File: config.mk
export PLATFORM = sky130hd
export DESIGN_NAME = pipe_hazard_ctrl
export DESIGN_NICKNAME = d
export VERILOG_FILES = /design/src/rtl/hz_pkg.sv /design/src/rtl/hz_sb_pipe.sv /design/src/rtl/pipe_hazard_ctrl.sv
export SDC_FILE = /design/constraint.sdc
export NUM_CORES = 1
export LEC_CHECK = 0
export ABC_CLOCK_PERIOD_IN_PS = 6200
export CORE_ASPECT_RATIO = 0.7
export CORE_MARGIN = 2
export CORE_UTILIZATION = 45
export DETAILED_ROUTE_END_ITERATION = 8
export PLACE_DENSITY_LB_ADDON = 0.3
export SLEW_MARGIN = 10
export SYNTH_ARGS = -nofsm -noshare
export SYNTH_HDL_FRONTEND = slang
export SYNTH_SLANG_ARGS = --single-unit
File: constraint.sdc
create_clock -name clk -period 6.2 [get_ports clk]
set_input_delay 1.24 -clock clk [delete_from_list [all_inputs] [get_ports clk]]
set_output_delay 1.24 -clock clk [all_outputs]
set_load 0.02 [all_outputs]
File: src/rtl/hz_pkg.sv
// Shared types for the pipeline hazard controller.
//   halt_state_t : halt drain FSM states (RUN, DRAIN, HALTED)
//   sb_entry_t   : one scoreboard slot, {valid, destination register}
//   MAX_READY_LAT: largest supported scoreboard depth
//   MAX_RW       : width of the stored register index (covers NREG up to 256)
package hz_pkg;

    localparam int MAX_READY_LAT = 8;
    localparam int MAX_RW        = 8;

    typedef enum logic [1:0] {
        RUN    = 2'd0,
        DRAIN  = 2'd1,
        HALTED = 2'd2
    } halt_state_t;

    // The index field is sized for the largest register file.
    // Unused upper bits are always stored as zero.
    typedef struct packed {
        logic              v;
        logic [MAX_RW-1:0] rd;
    } sb_entry_t;

endpackage

File: src/rtl/hz_sb_pipe.sv
// In-flight register write scoreboard: a READY_LAT-deep shift register of
// {valid, rd}. A register is pending while any slot holds a valid write to it.
// Ports:
//   clk, reset  : clock, synchronous active-high reset (clears all slots)
//   advance     : shift one slot this cycle (no reset, no memory stall)
//   clear       : drop every in-flight write (taken branch)
//   wr_v, wr_rd : write entering slot 0 on an advancing cycle
//   pending     : bit r set while a write to r is in flight
//   empty_next  : no valid entry remains once the oldest slot drops off
module hz_sb_pipe
    import hz_pkg::*;
#(
    parameter int NREG      = 8,
    parameter int READY_LAT = 3,
    parameter int ZERO_REG  = 0,
    parameter int RW        = $clog2(NREG)
) (
    input  logic            clk,
    input  logic            reset,
    input  logic            advance,
    input  logic            clear,
    input  logic            wr_v,
    input  logic [RW-1:0]   wr_rd,
    output logic [NREG-1:0] pending,
    output logic            empty_next
);

    sb_entry_t slots [READY_LAT];

    always_ff @(posedge clk) begin
        if (reset || clear) begin
            for (int k = 0; k < READY_LAT; k++) begin
                slots[k] <= '0;
            end
        end else if (advance) begin
            slots[0] <= '{v: wr_v, rd: MAX_RW'(wr_rd)};
            for (int k = 1; k < READY_LAT; k++) begin
                slots[k] <= slots[k-1];
            end
        end
    end

    // Only prior slots are decoded, so an instruction in ID never hazards
    // against its own destination.
    always_comb begin
        pending = '0;
        for (int k = 0; k < READY_LAT; k++) begin
            for (int r = 0; r < NREG; r++) begin
                if (slots[k].v && (slots[k].rd == MAX_RW'(r))) begin
                    pending[r] = 1'b1;
                end
            end
        end
        if (ZERO_REG != 0) begin
            pending[0] = 1'b0;
        end
    end

    // The last slot drops on the next advance, so only younger slots matter.
    always_comb begin
        empty_next = 1'b1;
        for (int k = 0; k < READY_LAT - 1; k++) begin
            if (slots[k].v) begin
                empty_next = 1'b0;
            end
        end
    end

endmodule

File: src/rtl/pipe_hazard_ctrl.sv
// Pipeline sequencer for the IF/ID/EX/MEM/WB core. It drives every stage
// enable and flush, stalls ID on RAW hazards against in-flight writes and on
// memory wait, flushes on a taken branch, and drains the pipe after HLT.
// Ports:
//   clk, reset                       : clock, synchronous active-high reset
//   id_valid/id_use_*/id_rs_*        : ID instruction and its source reads
//   id_regwrite/id_rd                : ID instruction destination write
//   id_halt                          : ID instruction is HLT
//   br_taken, mem_stall              : taken branch, memory not ready
//   en_*, flush_*                    : stage register enables / clears
//   issue                            : ID advances into EX this cycle
//   reg_pending                      : scoreboard view, one bit per register
//   halted                           : core halted until reset
//   dbg_state                        : halt FSM state
// Valid/ready: issue is the only handshake; ID advances exactly in cycles where
// issue=1, and an instruction held in ID keeps id_valid and its fields stable.
module pipe_hazard_ctrl
    import hz_pkg::*;
#(
    parameter int NREG      = 8,
    parameter int RW        = $clog2(NREG),
    parameter int READY_LAT = 3,
    parameter int ZERO_REG  = 0
) (
    input  logic            clk,
    input  logic            reset,
    input  logic            id_valid,
    input  logic            id_use_a,
    input  logic [RW-1:0]   id_rs_a,
    input  logic            id_use_b,
    input  logic [RW-1:0]   id_rs_b,
    input  logic            id_regwrite,
    input  logic [RW-1:0]   id_rd,
    input  logic            id_halt,
    input  logic            br_taken,
    input  logic            mem_stall,
    output logic            en_pc,
    output logic            en_ifid,
    output logic            en_idex,
    output logic            en_exmem,
    output logic            en_memwb,
    output logic            flush_ifid,
    output logic            flush_idex,
    output logic            flush_exmem,
    output logic            flush_memwb,
    output logic            issue,
    output logic [NREG-1:0] reg_pending,
    output logic            halted,
    output halt_state_t     dbg_state
);

    localparam int            CW       = $clog2(MAX_READY_LAT) + 1;
    localparam logic [CW-1:0] CNT_LAST = CW'(READY_LAT - 1);

    halt_state_t   state, state_next;
    logic [CW-1:0] drain_cnt, cnt_next;
    logic          advance;
    logic          hazard;
    logic          sb_empty_next;

    // The scoreboard and FSM move only when the whole pipe moves.
    assign advance = !reset && !mem_stall;

    hz_sb_pipe #(
        .NREG      (NREG),
        .READY_LAT (READY_LAT),
        .ZERO_REG  (ZERO_REG),
        .RW        (RW)
    ) u_sb (
        .clk        (clk),
        .reset      (reset),
        .advance    (advance),
        .clear      (br_taken && !mem_stall),
        .wr_v       (issue && id_regwrite),
        .wr_rd      (id_rd),
        .pending    (reg_pending),
        .empty_next (sb_empty_next)
    );

    assign hazard = id_valid && ((id_use_a && reg_pending[id_rs_a]) ||
                                 (id_use_b && reg_pending[id_rs_b]));

    always_comb begin
        en_pc       = 1'b1;
        en_ifid     = 1'b1;
        en_idex     = 1'b1;
        en_exmem    = 1'b1;
        en_memwb    = 1'b1;
        flush_ifid  = 1'b0;
        flush_idex  = 1'b0;
        flush_exmem = 1'b0;
        flush_memwb = 1'b0;
        issue       = 1'b0;
        if (reset) begin
            flush_ifid  = 1'b1;
            flush_idex  = 1'b1;
            flush_exmem = 1'b1;
            flush_memwb = 1'b1;
        end else if (mem_stall) begin
            en_pc    = 1'b0;
            en_ifid  = 1'b0;
            en_idex  = 1'b0;
            en_exmem = 1'b0;
            en_memwb = 1'b0;
        end else if (br_taken) begin
            flush_ifid  = 1'b1;
            flush_idex  = 1'b1;
            flush_exmem = 1'b1;
            flush_memwb = 1'b1;
        end else if (state == HALTED) begin
            en_pc      = 1'b0;
            en_ifid    = 1'b0;
            flush_idex = 1'b1;
        end else if (state == DRAIN) begin
            // HLT is already downstream; anything fetched behind it is squashed.
            en_pc      = 1'b0;
            flush_ifid = 1'b1;
        end else if (hazard) begin
            en_pc      = 1'b0;
            en_ifid    = 1'b0;
            flush_idex = 1'b1;
        end else begin
            issue = id_valid;
        end
    end

    // drain_cnt counts advancing cycles spent in DRAIN; HALTED is entered at the
    // end of the READY_LAT-th one, once nothing is left in flight.
    always_comb begin
        state_next = state;
        cnt_next   = drain_cnt;
        if (advance) begin
            case (state)
                RUN: begin
                    if (!br_taken && issue && id_halt) begin
                        state_next = DRAIN;
                        cnt_next   = '0;
                    end
                end
                DRAIN: begin
                    if (br_taken) begin
                        state_next = RUN;
                    end else if ((drain_cnt == CNT_LAST) && sb_empty_next) begin
                        state_next = HALTED;
                    end else if (drain_cnt != CNT_LAST) begin
                        cnt_next = drain_cnt + CW'(1);
                    end
                end
                default: begin
                    state_next = state;
                end
            endcase
        end
    end

    always_ff @(posedge clk) begin
        if (reset) begin
            state     <= RUN;
            drain_cnt <= '0;
        end else begin
            state     <= state_next;
            drain_cnt <= cnt_next;
        end
    end

    assign halted    = (state == HALTED);
    assign dbg_state = state;

endmodule

==> impl_metrics.py, run 1 <==
metrics = {
    "min_path": {
        "hold_depth": 2,
        "hp-class": "reg -> reg",
        "holdPathEnd": "drain_cnt[3]",
        "min_from": "drain_cnt[3]",
    },
    "place": {
        "gp_congestion": 0.862,
        "placement.io_buffers": 38,
        "post-dp-hpwl_um": 2690,
    },
    "synth": {
        "synth_seq_cells": 18,
        "syn_avg_cell_area_sq_um": 9.27,
        "ys.flop_type": "edfxtp_1",
        "syn_nets": 167,
        "synth_cells": 147,
        "synth_warnings": 0,
        "syn_area_sq_mm": 0.00136,
        "ys_seq_area_share_pct": 35.3,
        "async_reset_ff_share_pct": 0,
        "synth_edf_count": 12,
        "ys_types": 38,
    },
    "setup_path": {
        "worstRegToRegCells": 7,
        "cp-end-kind": "output port",
        "r2r_end": "u_sb.slots[0][8]",
        "critPathArrivalTime_ns": 3.93,
        "r2r_start": "u_sb.slots[0][2]",
        "path_max_fanout": 8,
        "cp.required_ns": 4.96,
        "r2r_setup_slack_ns": 3.50,
        "worstSetupPathType": "in -> out",
        "cp-start-kind": "input port",
    },
    "timing": {
        "clock_skew_ns": 0.00285,
        "tightest_slew_ns": 0.553,
        "rsz0062_at_grt": "no",
        "hold_violations": 0,
        "period_share_pct": 83.4,
        "period_needed_ns": 5.17,
        "finalSetupTns_ns": 0,
        "fmax_ghz": 0.193,
        "setup_viol": 0,
        "relSlewSlack_pct": 62.2,
        "hold_ws_ns": 0.485,
        "report.final.slew_viol_count": 0,
    },
    "route": {
        "wl_per_cell_um": 16.4,
        "top_layer": "met4",
        "dr_wl_met2_um": 1590,
        "initialDrtViolationCount": 105,
        "via_per_inst": 6.24,
        "via_count": 1360,
        "first_pass_iters": 4,
        "ant_nets": 0,
        "routed_wirelength_um": 3590,
        "remaining_drc_errors": 0,
        "wl_met3_um": 269,
        "met1Wirelength_um": 1680,
    },
    "cts": {
        "clk_latency_ns": 0.25,
        "cts-htree-levels": 1,
        "cts_tree": "yes",
        "cts_sinks": 18,
        "clk_path_buf_depth": 2,
        "cts_resized": 0,
        "cts-buffers-inserted": 3,
        "clk_pin_slew_worst_paths_ns": 0.07,
        "postCtsSetupBuffers": 0,
        "cts_hold_buf": 0,
        "cts_root_buf": "clkbuf_8",
    },
    "die": {
        "core-area_sq_mm": 0.00284,
        "die_h_um": 50.0,
        "die_w_um": 69.8,
        "row_count": 16,
        "io_pins": 39,
        "start_util_pct": 47.9,
        "die-area_sq_mm": 0.00349,
    },
    "power_and_ir_drop": {
        "p_total_mw": 0.286,
        "peakVddDrop_v": 0.0000995,
        "power_density_mw_per_mm2": 159,
        "power_leakage_nw": 0.665,
    },
    "status": {
        "outcome": "completed",
    },
    "global_route": {
        "grt_pass1_wl_um": 6000,
        "antenna_found_initial": 0,
        "grt_max_degree": 16,
        "grt_pass1_vias": 1214,
        "grt_use_total_pct": 21.8,
        "grt_overflow_total": 0,
    },
    "finish": {
        "drive_above_1_share_pct": 7.14,
        "n_antenna_cell": 0,
        "fin_nets": 203,
        "syn_to_final_growth_pct": 31.9,
        "final_core_util_pct": 63.2,
    },
    "run": {
        "drv_cap": 0,
    },
}
==> logic make-up (layout without fill, tap and decap cells) <==
kind of cell / count (synthesis) / after routing / synth area share [%]
buffers and inverters: 19 / 54 / 6.24
flip-flops: 18 / 18 / 35.3
AO/OA/AOI/OAI: 25 / 25 / 14.4
AND/OR/NAND/NOR: 78 / 78 / 37.3
adder cells (fa/ha/maj): 2 / 2 / 1.84
multiplexers: 5 / 5 / 4.96
==> layout by cell type (no fill, tap or decap), drive strengths merged, types with 3 or more instances in the layout <==
master / Yosys / final
a211oi: 4 / 4
a21oi: 4 / 4
and2: 11 / 11
clkbuf: 3 / 4
clkdlybuf4s50: 0 / 38
dfxtp: 6 / 6
edfxtp: 12 / 12
inv: 11 / 11
mux2: 4 / 4
nand2: 5 / 5
nand3: 10 / 10
nand4: 8 / 8
nand4b: 11 / 11
nor2: 12 / 12
nor3: 5 / 5
o2111ai: 3 / 3
o211ai: 3 / 3
or4b: 3 / 3
or4bb: 5 / 5
==> registers in the layout (all words and copies together), names as in the netlist <==
register    flops
dbg_state       2
u_sb.slots     12
drain_cnt       4
==> worst max-delay path, cell delays in order <==
cell             delay, ns
clkdlybuf4s50_1       0.54
a311oi_1              0.35
a311oi_1              0.08
a2111oi_0             0.56
a21o_1                0.27
o2111ai_1             0.13
o211ai_1              0.11
clkdlybuf4s50_1       0.64
==> layer usage <==
metal / global-route usage (%) / vias to the layer above
met5: 0 / -
met1: 31.4 / 635
li1: - / 652
met4: 7.69 / 0
met2: 33.2 / 69
met3: 3.48 / 4
==> power by group <==
part	internal (mW)	leakage (nW)	total, mW	switching [mW]
Sequential	0.133	0.181	0.142	0.00890
Combinational	0.0314	0.461	0.0596	0.0282
Clock	0.0456	0.0228	0.0845	0.0389
Total	0.210	0.665	0.286	0.0760
==> stage by stage <==
| step | cell area, sq um | setup slack [ns] | instances |
|---|---|---|---|
| floorplan | 1360 | 2.05 | 147 |
| global placement | 1750 | 1.14 | 214 |
| detailed placement | 1750 | 1.05 | 214 |
| CTS | 1800 | 1.04 | 218 |
| global route | 1800 | 0.858 | 218 |
| finish | 1800 | 1.03 | 218 |
==> worst max-delay path by stage <==
| stage | from | to | slack (ns) | cells after the start |
|---|---|---|---|---|
| finish | id_rs_a[1] | flush_idex | 1.03 | 8 |
| global route | id_rs_a[1] | flush_idex | 0.86 | 8 |
| detailed placement | id_rs_a[1] | flush_idex | 1.05 | 8 |
| floorplan | id_rs_b[2] | en_ifid | 2.05 | 5 |
| global placement | id_rs_b[2] | en_ifid | 1.14 | 7 |
| CTS | id_rs_a[1] | flush_idex | 1.04 | 8 |
==> cell type report <==
class / instances / area [sq um]
fill: 225 / 1050
tap: 36 / 45.0
clock buffer: 4 / 45.0
sequential: 18 / 480
inverter: 11 / 41.3
multi-input combinational: 110 / 797
timing repair buffer: 39 / 388
==> Yosys cell counts (2+ instances only) <==
cell / n / area (sq um)
nand4bb_1: 2 / 22.5
nand4_1: 8 / 50.1
inv_1: 11 / 41.3
a211oi_1: 3 / 22.5
nand3_1: 10 / 50.1
nand2b_1: 2 / 12.5
nand4b_1: 11 / 96.3
o2111ai_1: 3 / 26.3
dfxtp_1: 6 / 120
o211ai_1: 3 / 22.5
nand2_1: 5 / 18.8
edfxtp_1: 12 / 360
nor3_1: 5 / 25.0
buf_2: 2 / 10.0
and2_1: 11 / 68.8
clkbuf_1: 3 / 11.3
or4b_2: 3 / 30.0
ha_1: 2 / 25.0
a21oi_1: 4 / 20.0
or4bb_1: 5 / 56.3
nor4bb_1: 2 / 20.0
mux2_2: 4 / 45.0
buf_4: 3 / 22.5
nor2_1: 12 / 45.0
a311oi_1: 2 / 17.5
No activity file was read; power rests on OpenSTA's default activity.
==> run 2: changes to the inputs <==
ABC_CLOCK_PERIOD_IN_PS = 5300   (was 6200)
clock period = 5.3 ns   (was 6.2 ns; I/O delays follow)
==> impl_metrics.py, run 2 (synthesis gave the netlist of run 1 again) <==
metrics = {
    "setup_path": {
        "cp.required_ns": 4.24,
        "cp-end-kind": "output port",
        "path_max_fanout": 8,
        "crit_start": "id_rs_a[1]",
        "cp-start-kind": "input port",
        "r2r_start": "u_sb.slots[0][2]",
        "worstSetupPathType": "in -> out",
        "critPathArrivalTime_ns": 3.79,
    },
    "timing": {
        "relSlewSlack_pct": 59.8,
        "clock_skew_ns": 0.00492,
        "fin_ws_ns": 0.449,
        "hold_ws_ns": 0.490,
        "rsz0062_at_grt": "no",
        "finalSetupTns_ns": 0,
        "tightest_slew_ns": 0.587,
        "fmax_ghz": 0.206,
        "report.final.slew_viol_count": 0,
        "hold_violations": 0,
        "period_needed_ns": 4.85,
        "setup_viol": 0,
        "period_share_pct": 91.5,
    },
    "die": {
        "row_count": 16,
        "start_util_pct": 47.9,
        "io_pins": 39,
        "die_w_um": 69.8,
        "core-area_sq_mm": 0.00284,
        "die-area_sq_mm": 0.00349,
        "die_h_um": 50.0,
    },
    "global_route": {
        "grt_use_total_pct": 21.3,
        "antenna_found_initial": 0,
        "grt_overflow_total": 0,
        "grt_pass1_wl_um": 5870,
        "grt_pass1_vias": 1245,
        "grt_max_degree": 16,
    },
    "power_and_ir_drop": {
        "power_density_mw_per_mm2": 185,
        "peakVddDrop_v": 0.000151,
        "power_leakage_nw": 0.665,
    },
    "place": {
        "post-dp-hpwl_um": 2740,
        "gp_congestion": 0.862,
        "dp_slack_ns": 0.492,
        "placement.io_buffers": 38,
    },
    "cts": {
        "cts_root_buf": "clkbuf_8",
        "cts_tree": "yes",
        "cts-htree-levels": 1,
        "clk_latency_ns": 0.25,
        "cts_sinks": 18,
        "postCtsSetupBuffers": 0,
        "clk_pin_slew_worst_paths_ns": 0.06,
        "cts-buffers-inserted": 3,
        "cts_resized": 0,
        "clk_path_buf_depth": 2,
        "cts_hold_buf": 0,
    },
    "finish": {
        "drive_above_1_share_pct": 7.14,
        "final_core_util_pct": 63.2,
        "largest_reg_flops": 12,
        "n_antenna_cell": 0,
        "final_cell_mix": "clkdlybuf4s50_1, nor2_1, edfxtp_1",
        "fin_nets": 203,
        "final_common_cell": "clkdlybuf4s50_1",
        "syn_to_final_growth_pct": 31.9,
        "top_register": "u_sb.slots",
    },
    "run": {
        "drv_cap": 0,
    },
    "status": {
        "outcome": "completed",
    },
    "route": {
        "wl_per_cell_um": 16.7,
        "first_pass_iters": 4,
        "routed_wirelength_um": 3630,
        "via_count": 1376,
        "remaining_drc_errors": 0,
        "initialDrtViolationCount": 82,
        "ant_nets": 0,
        "via_per_inst": 6.31,
    },
    "min_path": {
        "min_from": "drain_cnt[3]",
        "hp-class": "reg -> reg",
    },
}
-- run 2: cell counts in the layout (fill, tap and decap cells not counted) --
No cell type changed its count.
-- run 2: cell type report --
| type | instances | area [sq um] |
|---|---|---|
| Multi-Input combinational cell | 110 | 797 |
| Timing Repair Buffer | 39 | 388 |
| Fill cell | 232 | 1050 |
| Tap cell | 36 | 45.0 |
| Sequential cell | 18 | 480 |
| Inverter | 11 | 41.3 |
| Clock buffer | 4 | 45.0 |
-- run 2: final timing paths --
| path | to | cells past startpoint | slack, ns |
|---|---|---|---|
| setup / recovery | flush_idex | 8 | 0.45 |
| setup reg to reg | u_sb.slots[0][8] | 7 | 2.56 |
| hold reg to reg | drain_cnt[3] | 2 | 0.49 |
| hold / removal | drain_cnt[3] | 2 | 0.49 |
-- run 2: power by group --
part           internal (mW)  switching [mW]
registers              0.156          0.0104
logic                 0.0367          0.0333
clock network         0.0533          0.0439
total                  0.245          0.0875
-- run 2: worst max-delay path, stage by stage --
cell and delay [ns]:
clkdlybuf4s50_1 0.55, a311oi_1 0.35, a311oi_1 0.08, a2111oi_0 0.58, a21o_1 0.28, o2111ai_1 0.14
o211ai_1 0.11, clkdlybuf4s50_1 0.64
-- run 2: metal layers --
| layer | GRT usage [%] | part of all wire (%) | vias up |
|---|---|---|---|
| met2 | 35.1 | 45 | 61 |
| met3 | 4.09 | 7.8 | 4 |
| met5 | 0 | 0 | - |
| li1 | - | - | 648 |
| met1 | 28.9 | 46 | 663 |
| met4 | 5.13 | 0.99 | 0 |
-- run 2: per-stage QoR --
step           cells  total power, mW  cell area (sq um)
2_1_floorplan    147            0.202               1360
3_3_place_gp     214            0.235               1750
3_5_place_dp     214            0.238               1750
4_1_cts          218            0.334               1800
5_1_grt          218            0.349               1800
6_report         218            0.333               1800
==> run 3: changes to the inputs <==
GPL_TIMING_DRIVEN = 1   (was default)
==> results of run 3 <==
No change in the layout: final DEF, timing and power equal those of run 2.
==> edit 1 (settings of run 3) <==
`ZERO_REG` is set to 0 in 2 places; all go to 1.
--- a/src/rtl/hz_sb_pipe.sv
+++ b/src/rtl/hz_sb_pipe.sv
@@ -12,7 +12,7 @@
 #(
     parameter int NREG      = 8,
     parameter int READY_LAT = 3,
-    parameter int ZERO_REG  = 0,
+    parameter int ZERO_REG  = 1,
     parameter int RW        = $clog2(NREG)
 ) (
     input  logic            clk,
--- a/src/rtl/pipe_hazard_ctrl.sv
+++ b/src/rtl/pipe_hazard_ctrl.sv
@@ -20,7 +20,7 @@
     parameter int NREG      = 8,
     parameter int RW        = $clog2(NREG),
     parameter int READY_LAT = 3,
-    parameter int ZERO_REG  = 0
+    parameter int ZERO_REG  = 1
 ) (
     input  logic            clk,
     input  logic            reset,
Behaviour: not the same (a bounded check fails within 4 cycles, from zero or initial values and one cycle with reset high).
==> edit 1 against run 3 <==
- sequential cell count unchanged
- final cell count grew 0.46%
- wire length shrank 0.17%
- via count fell by 3.6%
- combinational power increased by 5.3%
- utilization decreased by 3.0 points
- non-clock buffer count decreased by 1
- design area rose by 4.1%
- die area is 5.8% higher
- largest power group unchanged
- power up 2.4%
- area after synthesis grew 6.2%
- critical path type unchanged
- worst setup slack better by 0.37 ns
==> edit 1: results (changes against run 3) <==
max FFs per register 12 (unchanged); share of cells above drive strength 1 0.0994 (was 0.0714); routed vias/inst 6.06 (was 6.31); Max-Slew Margin vs Limit 0.639 (was 0.598); Worst R2R End u_sb.slots[0][8] (unchanged); Final GP Congestion 0.907 (was 0.862); Clock Skew 0.00219 ns (was 0.00492 ns); CTS H-Tree Depth 1 (unchanged); first-pass GRT wire length 5980 um (was 5870 um); Worst-Skew Late Latency 0.25 ns (about the same); Ant. Diodes 0 (unchanged); worst vdd ir 0.146 mV (was 0.151 mV); drt first pass iters 4 (unchanged); post-DR wirelength/cell 16.6 um (was 16.7 um); largest net degree at the start of global routing 16 (unchanged); vias in the first global route 1,239 (was 1,245); yosys warns 0 (unchanged); post-detail-place hpwl 2720 um (was 2740 um); R2R setup slack 3.07 ns (was 2.56 ns); EDFF count, synth 12 (unchanged); clock root cell clkbuf_8 (unchanged); Leak 0.689 nW (was 0.665 nW); Port Buf Inserts 37 (was 38); Hold Path Origin drain_cnt[1] (was drain_cnt[3]); Reg clk slew, reported paths 0.07 ns; Mapped Nets 167 (unchanged); ys async rst share 0 (unchanged); initial DRC count 98 (was 82); post-synth cell types 53 (was 38); Top reg by flops u_sb.slots (unchanged); ranking of synthesized cells by area edfxtp_1, dfxtp_1, and2_1, nand4b_1, o311ai_4 (was edfxtp_1, dfxtp_1, nand4b_1, and2_1, or4bb_1); top cells by count, synth and2_1, edfxtp_1, inv_1, nor2_1, nand4b_1 (was edfxtp_1, nor2_1, and2_1, inv_1, nand4b_1); Hold WC Path Type reg2reg (unchanged); sequential fraction of the synthesis area 0.332 (was 0.353); status complete, no violations (unchanged); clock buffer depth 2 (unchanged); buffer count from post-CTS setup fixing 0 (unchanged); Post-DP Area 1830 sq um (was 1750 sq um); pre-CTS setup slack 0.855 ns (was 0.492 ns); critical path fanouts, max 15 (was 8); initial antenna violation count 0 (unchanged); CTS resizes 0 (unchanged); Hold Path End drain_cnt[1] (was drain_cnt[3]); nets 202 (was 203); R2R depth 6 (was 7); reg-to-reg startpoint u_sb.slots[0][0] (was u_sb.slots[0][2]); worst path arrival time 3.42 ns (was 3.79 ns); GRT Total Usage 0.209 (was 0.213); cts bufs inserted 3 (unchanged); hold path cells 2 (unchanged)
edit 1: changes by cell type in the layout (fill, tap and decap cells not counted), sizes merged, moves of 4 or more:
cell,before,now
and4bb,0,4
mux2,4,0
nand3,10,5
a211oi,4,0
or4bb,5,0
o311ai,0,4
edit 1: power by group:
| group | leakage, nW | total (W) | internal (W) | switching (W) |
|---|---|---|---|---|
| logic | 0.485 | 0.0000737 | 0.0000373 | 0.0000363 |
| clock network | 0.0228 | 0.0000997 | 0.0000534 | 0.0000462 |
| registers | 0.181 | 0.000168 | 0.000156 | 0.0000118 |
edit 1: layout make-up:
cell class	instances	area, sq um
inverter	10	37.5
clock buffer	4	45.0
fill	255	1230
timing repair buffer	38	378
tap	38	47.5
multi-input combinational	111	882
sequential	18	480
edit 1: cells by family (layout without fill, tap and decap cells):
kind of cell,Yosys count,after routing,synth area share
xor gates and xnor gates,2,2,0.0121
and+or+nand+nor,76,76,0.364
AOI/OAI and AO/OA,29,29,0.207
buffers and inverters,18,52,0.0588
muxes,1,1,0.00691
adders and majority gates,2,2,0.0173
other,1,1,0.00259
DFF,18,18,0.332
edit 1: per-stage QoR:
stage | std cells | hold WS (ns) | util | total power [W]
5_1_grt | 219 | 0.570 | 0.602 | 0.000355
3_5_place_dp | 215 | 0.524 | 0.588 | 0.000243
6_report | 219 | 0.535 | 0.602 | 0.000341
3_3_place_gp | 215 | 0.517 | 0.588 | 0.000241
4_1_cts | 219 | 0.534 | 0.602 | 0.000343
2_1_floorplan | 147 | 0.477 | - | 0.000209
edit 1: worst max-delay path, cell delays in order:
cell             delay [ns]
clkdlybuf4s50_1        0.56
inv_1                  0.10
nor2_1                 0.31
inv_1                  0.35
and3_1                 0.29
o22ai_1                0.13
nand2_1                0.07
clkdlybuf4s50_1        0.54
edit 1: how the worst max path moves through the flow:
| stage | endpoint | slack [ns] | startpoint | cells past startpoint |
|---|---|---|---|---|
| after floorplan | flush_idex | 2.01 | reset | 6 |
| after global placement | flush_idex | 0.96 | mem_stall | 8 |
| after detailed placement | flush_idex | 0.85 | mem_stall | 8 |
| after CTS | flush_idex | 0.84 | mem_stall | 8 |
| after global routing | flush_idex | 0.70 | mem_stall | 8 |
| final | flush_idex | 0.82 | mem_stall | 8 |
edit 1: metal layers:
layer	share of wire	wire (um)	GRT usage	vias up
met5	0	0	0	-
met4	0.011	40	0.0629	0
met3	0.069	252	0.0493	8
met2	0.43	1570	0.306	54
met1	0.49	1770	0.303	625
li1	-	-	-	640
==> edit 2 (config.mk and constraints of run 3) <==
Made on the original files. Put one more register stage on the output `dbg_state`, without a reset. The value now appears one clock later. The other outputs are not delayed to match.
--- a/src/rtl/pipe_hazard_ctrl.sv
+++ b/src/rtl/pipe_hazard_ctrl.sv
@@ -164,7 +164,9 @@
     end
 
     assign halted    = (state == HALTED);
-    assign dbg_state = state;
+    always_ff @(posedge clk) begin
+        dbg_state <= state;
+    end
 
 endmodule
 
Check against the original RTL: not equivalent (a bounded check fails within 4 cycles, from zero or initial values and one cycle with reset high).
==> edit 2 against run 3 <==
- critical endpoint is now en_ifid
- clock skew fell by 0.00069 ns
- wire length rose by 2.9%
- largest power group unchanged
- sequential power is 11% higher
- sequential cell count increased by 2
- utilization down 3.0 points
- hold slack got worse by 0.088 ns
- power grew 10%
- area after synthesis rose by 9.6%
- worst setup slack better by 0.21 ns
- combinational power rose by 17%
- design area increased by 6.3%
- clock power grew 4%
==> edit 2: results (changes against run 3) <==
post-DR wirelength/cell 16.1 um (was 16.7 um); R2R setup slack 2.74 ns (was 2.56 ns); worst path arrival time 3.59 ns (was 3.79 ns); largest net degree at the start of global routing 14 (was 16); Leak 0.718 nW (was 0.665 nW); initial DRC count 98 (was 82); routed vias/inst 6.17 (was 6.31); buffer count from post-CTS setup fixing 0 (unchanged); Post-DP Area 1860 sq um (was 1750 sq um); Placed Cells incl. Taps 228 (was 214); highest metal used met4 (unchanged); first-pass GRT wire length 5830 um (was 5870 um); hold slack 0.402 ns (was 0.490 ns); post-synth cell types 52 (was 38); met2 WL 1670 um (was 1640 um); GRT Total Usage 0.200 (was 0.213); critical path fanouts, max 4 (was 8); pre-CTS setup slack 0.669 ns (was 0.492 ns); Final GP Congestion 0.825 (was 0.862); sequential fraction of the synthesis area 0.349 (was 0.353); WL final 3740 um (was 3630 um); CTS H-Tree Depth 1 (unchanged); status complete, no violations (unchanged); Cells after Synth 160 (was 147); Metal-1 WL 1750 um (was 1670 um); nets 215 (was 203); worst vdd ir 0.187 mV (was 0.151 mV); vias in the first global route 1,254 (was 1,245); share of cells above drive strength 1 0.0825 (was 0.0714); total area of sequential cells 520 sq um (was 480 sq um); Clock Skew 0.00423 ns (was 0.00492 ns); yosys warns 0 (unchanged); top cells by count, synth and2_1, edfxtp_1, inv_1, nand2_1, nand3_1 (was edfxtp_1, nor2_1, and2_1, inv_1, nand4b_1); post-detail-place hpwl 2860 um (was 2740 um); worst-margin pin slew 0.696 ns (was 0.587 ns); initial antenna violation count 0 (unchanged); Ant. Diodes 0 (unchanged); fillers 281 (was 232); ys async rst share 0 (unchanged); routed wl met3 299 um (was 284 um); Mapped Nets 180 (was 167); ranking of synthesized cells by area edfxtp_1, dfxtp_1, and2_1, nand4b_1, nor4bb_1 (was edfxtp_1, dfxtp_1, nand4b_1, and2_1, or4bb_1); drt first pass iters 4 (unchanged); Hold WC Path Type reg2reg (unchanged); minimum clock period 4.65 ns (was 4.85 ns)
## edit 2: cell count changes after synthesis, moves of 4 or more
cell,before,now
or4bb_1,5,0
o21ai_0,1,6
nor2_1,12,7
nor4b_1,0,4
nand2_1,5,9
mux2_2,4,0
## edit 2: path summary, 6_finish.rpt
check             cells past startpoint        startpoint          endpoint
setup reg to reg                      7  u_sb.slots[0][2]  u_sb.slots[0][8]
setup / recovery                      8        id_rs_a[0]           en_ifid
hold / removal                        0          state[1]      dbg_state[1]
hold reg to reg                       0          state[1]      dbg_state[1]
## edit 2: power breakdown
group          leakage (nW)  internal, W  switching [W]
combinational         0.498    0.0000420      0.0000400
clock                0.0228    0.0000533      0.0000474
sequential            0.197     0.000172      0.0000130
## edit 2: cell families (layout without fill, tap and decap cells)
group	after synthesis	count (layout)	synth area share
AO/OA/AOI/OAI	31	31	0.164
AND/OR/NAND/NOR	88	88	0.397
buffers and inverters	18	52	0.0654
flip-flops	20	20	0.349
adder cells (fa/ha/maj)	3	3	0.0243
## edit 2: layer usage
layer  vias to the layer above  GRT usage
met2                        65      0.312
met3                         2     0.0231
met4                         0     0.0463
li1                        687          -
met1                       678      0.295
met5                         -          0
## edit 2: layout make-up
class / count / area share
Sequential cell: 20 / 0.273
Tap cell: 38 / 0.0249
Multi-Input combinational cell: 122 / 0.458
Timing Repair Buffer: 39 / 0.203
Clock buffer: 4 / 0.0236
Inverter: 9 / 0.0177
## edit 2: critical path, cell delays in order
cell and delay, ns:
clkdlybuf4s50_1 0.52, or2b_1 0.25, o221a_1 0.25, o2bb2ai_2 0.14, a32oi_1 0.34, maj3_2 0.30
o31a_1 0.12, clkdlybuf4s50_1 0.59
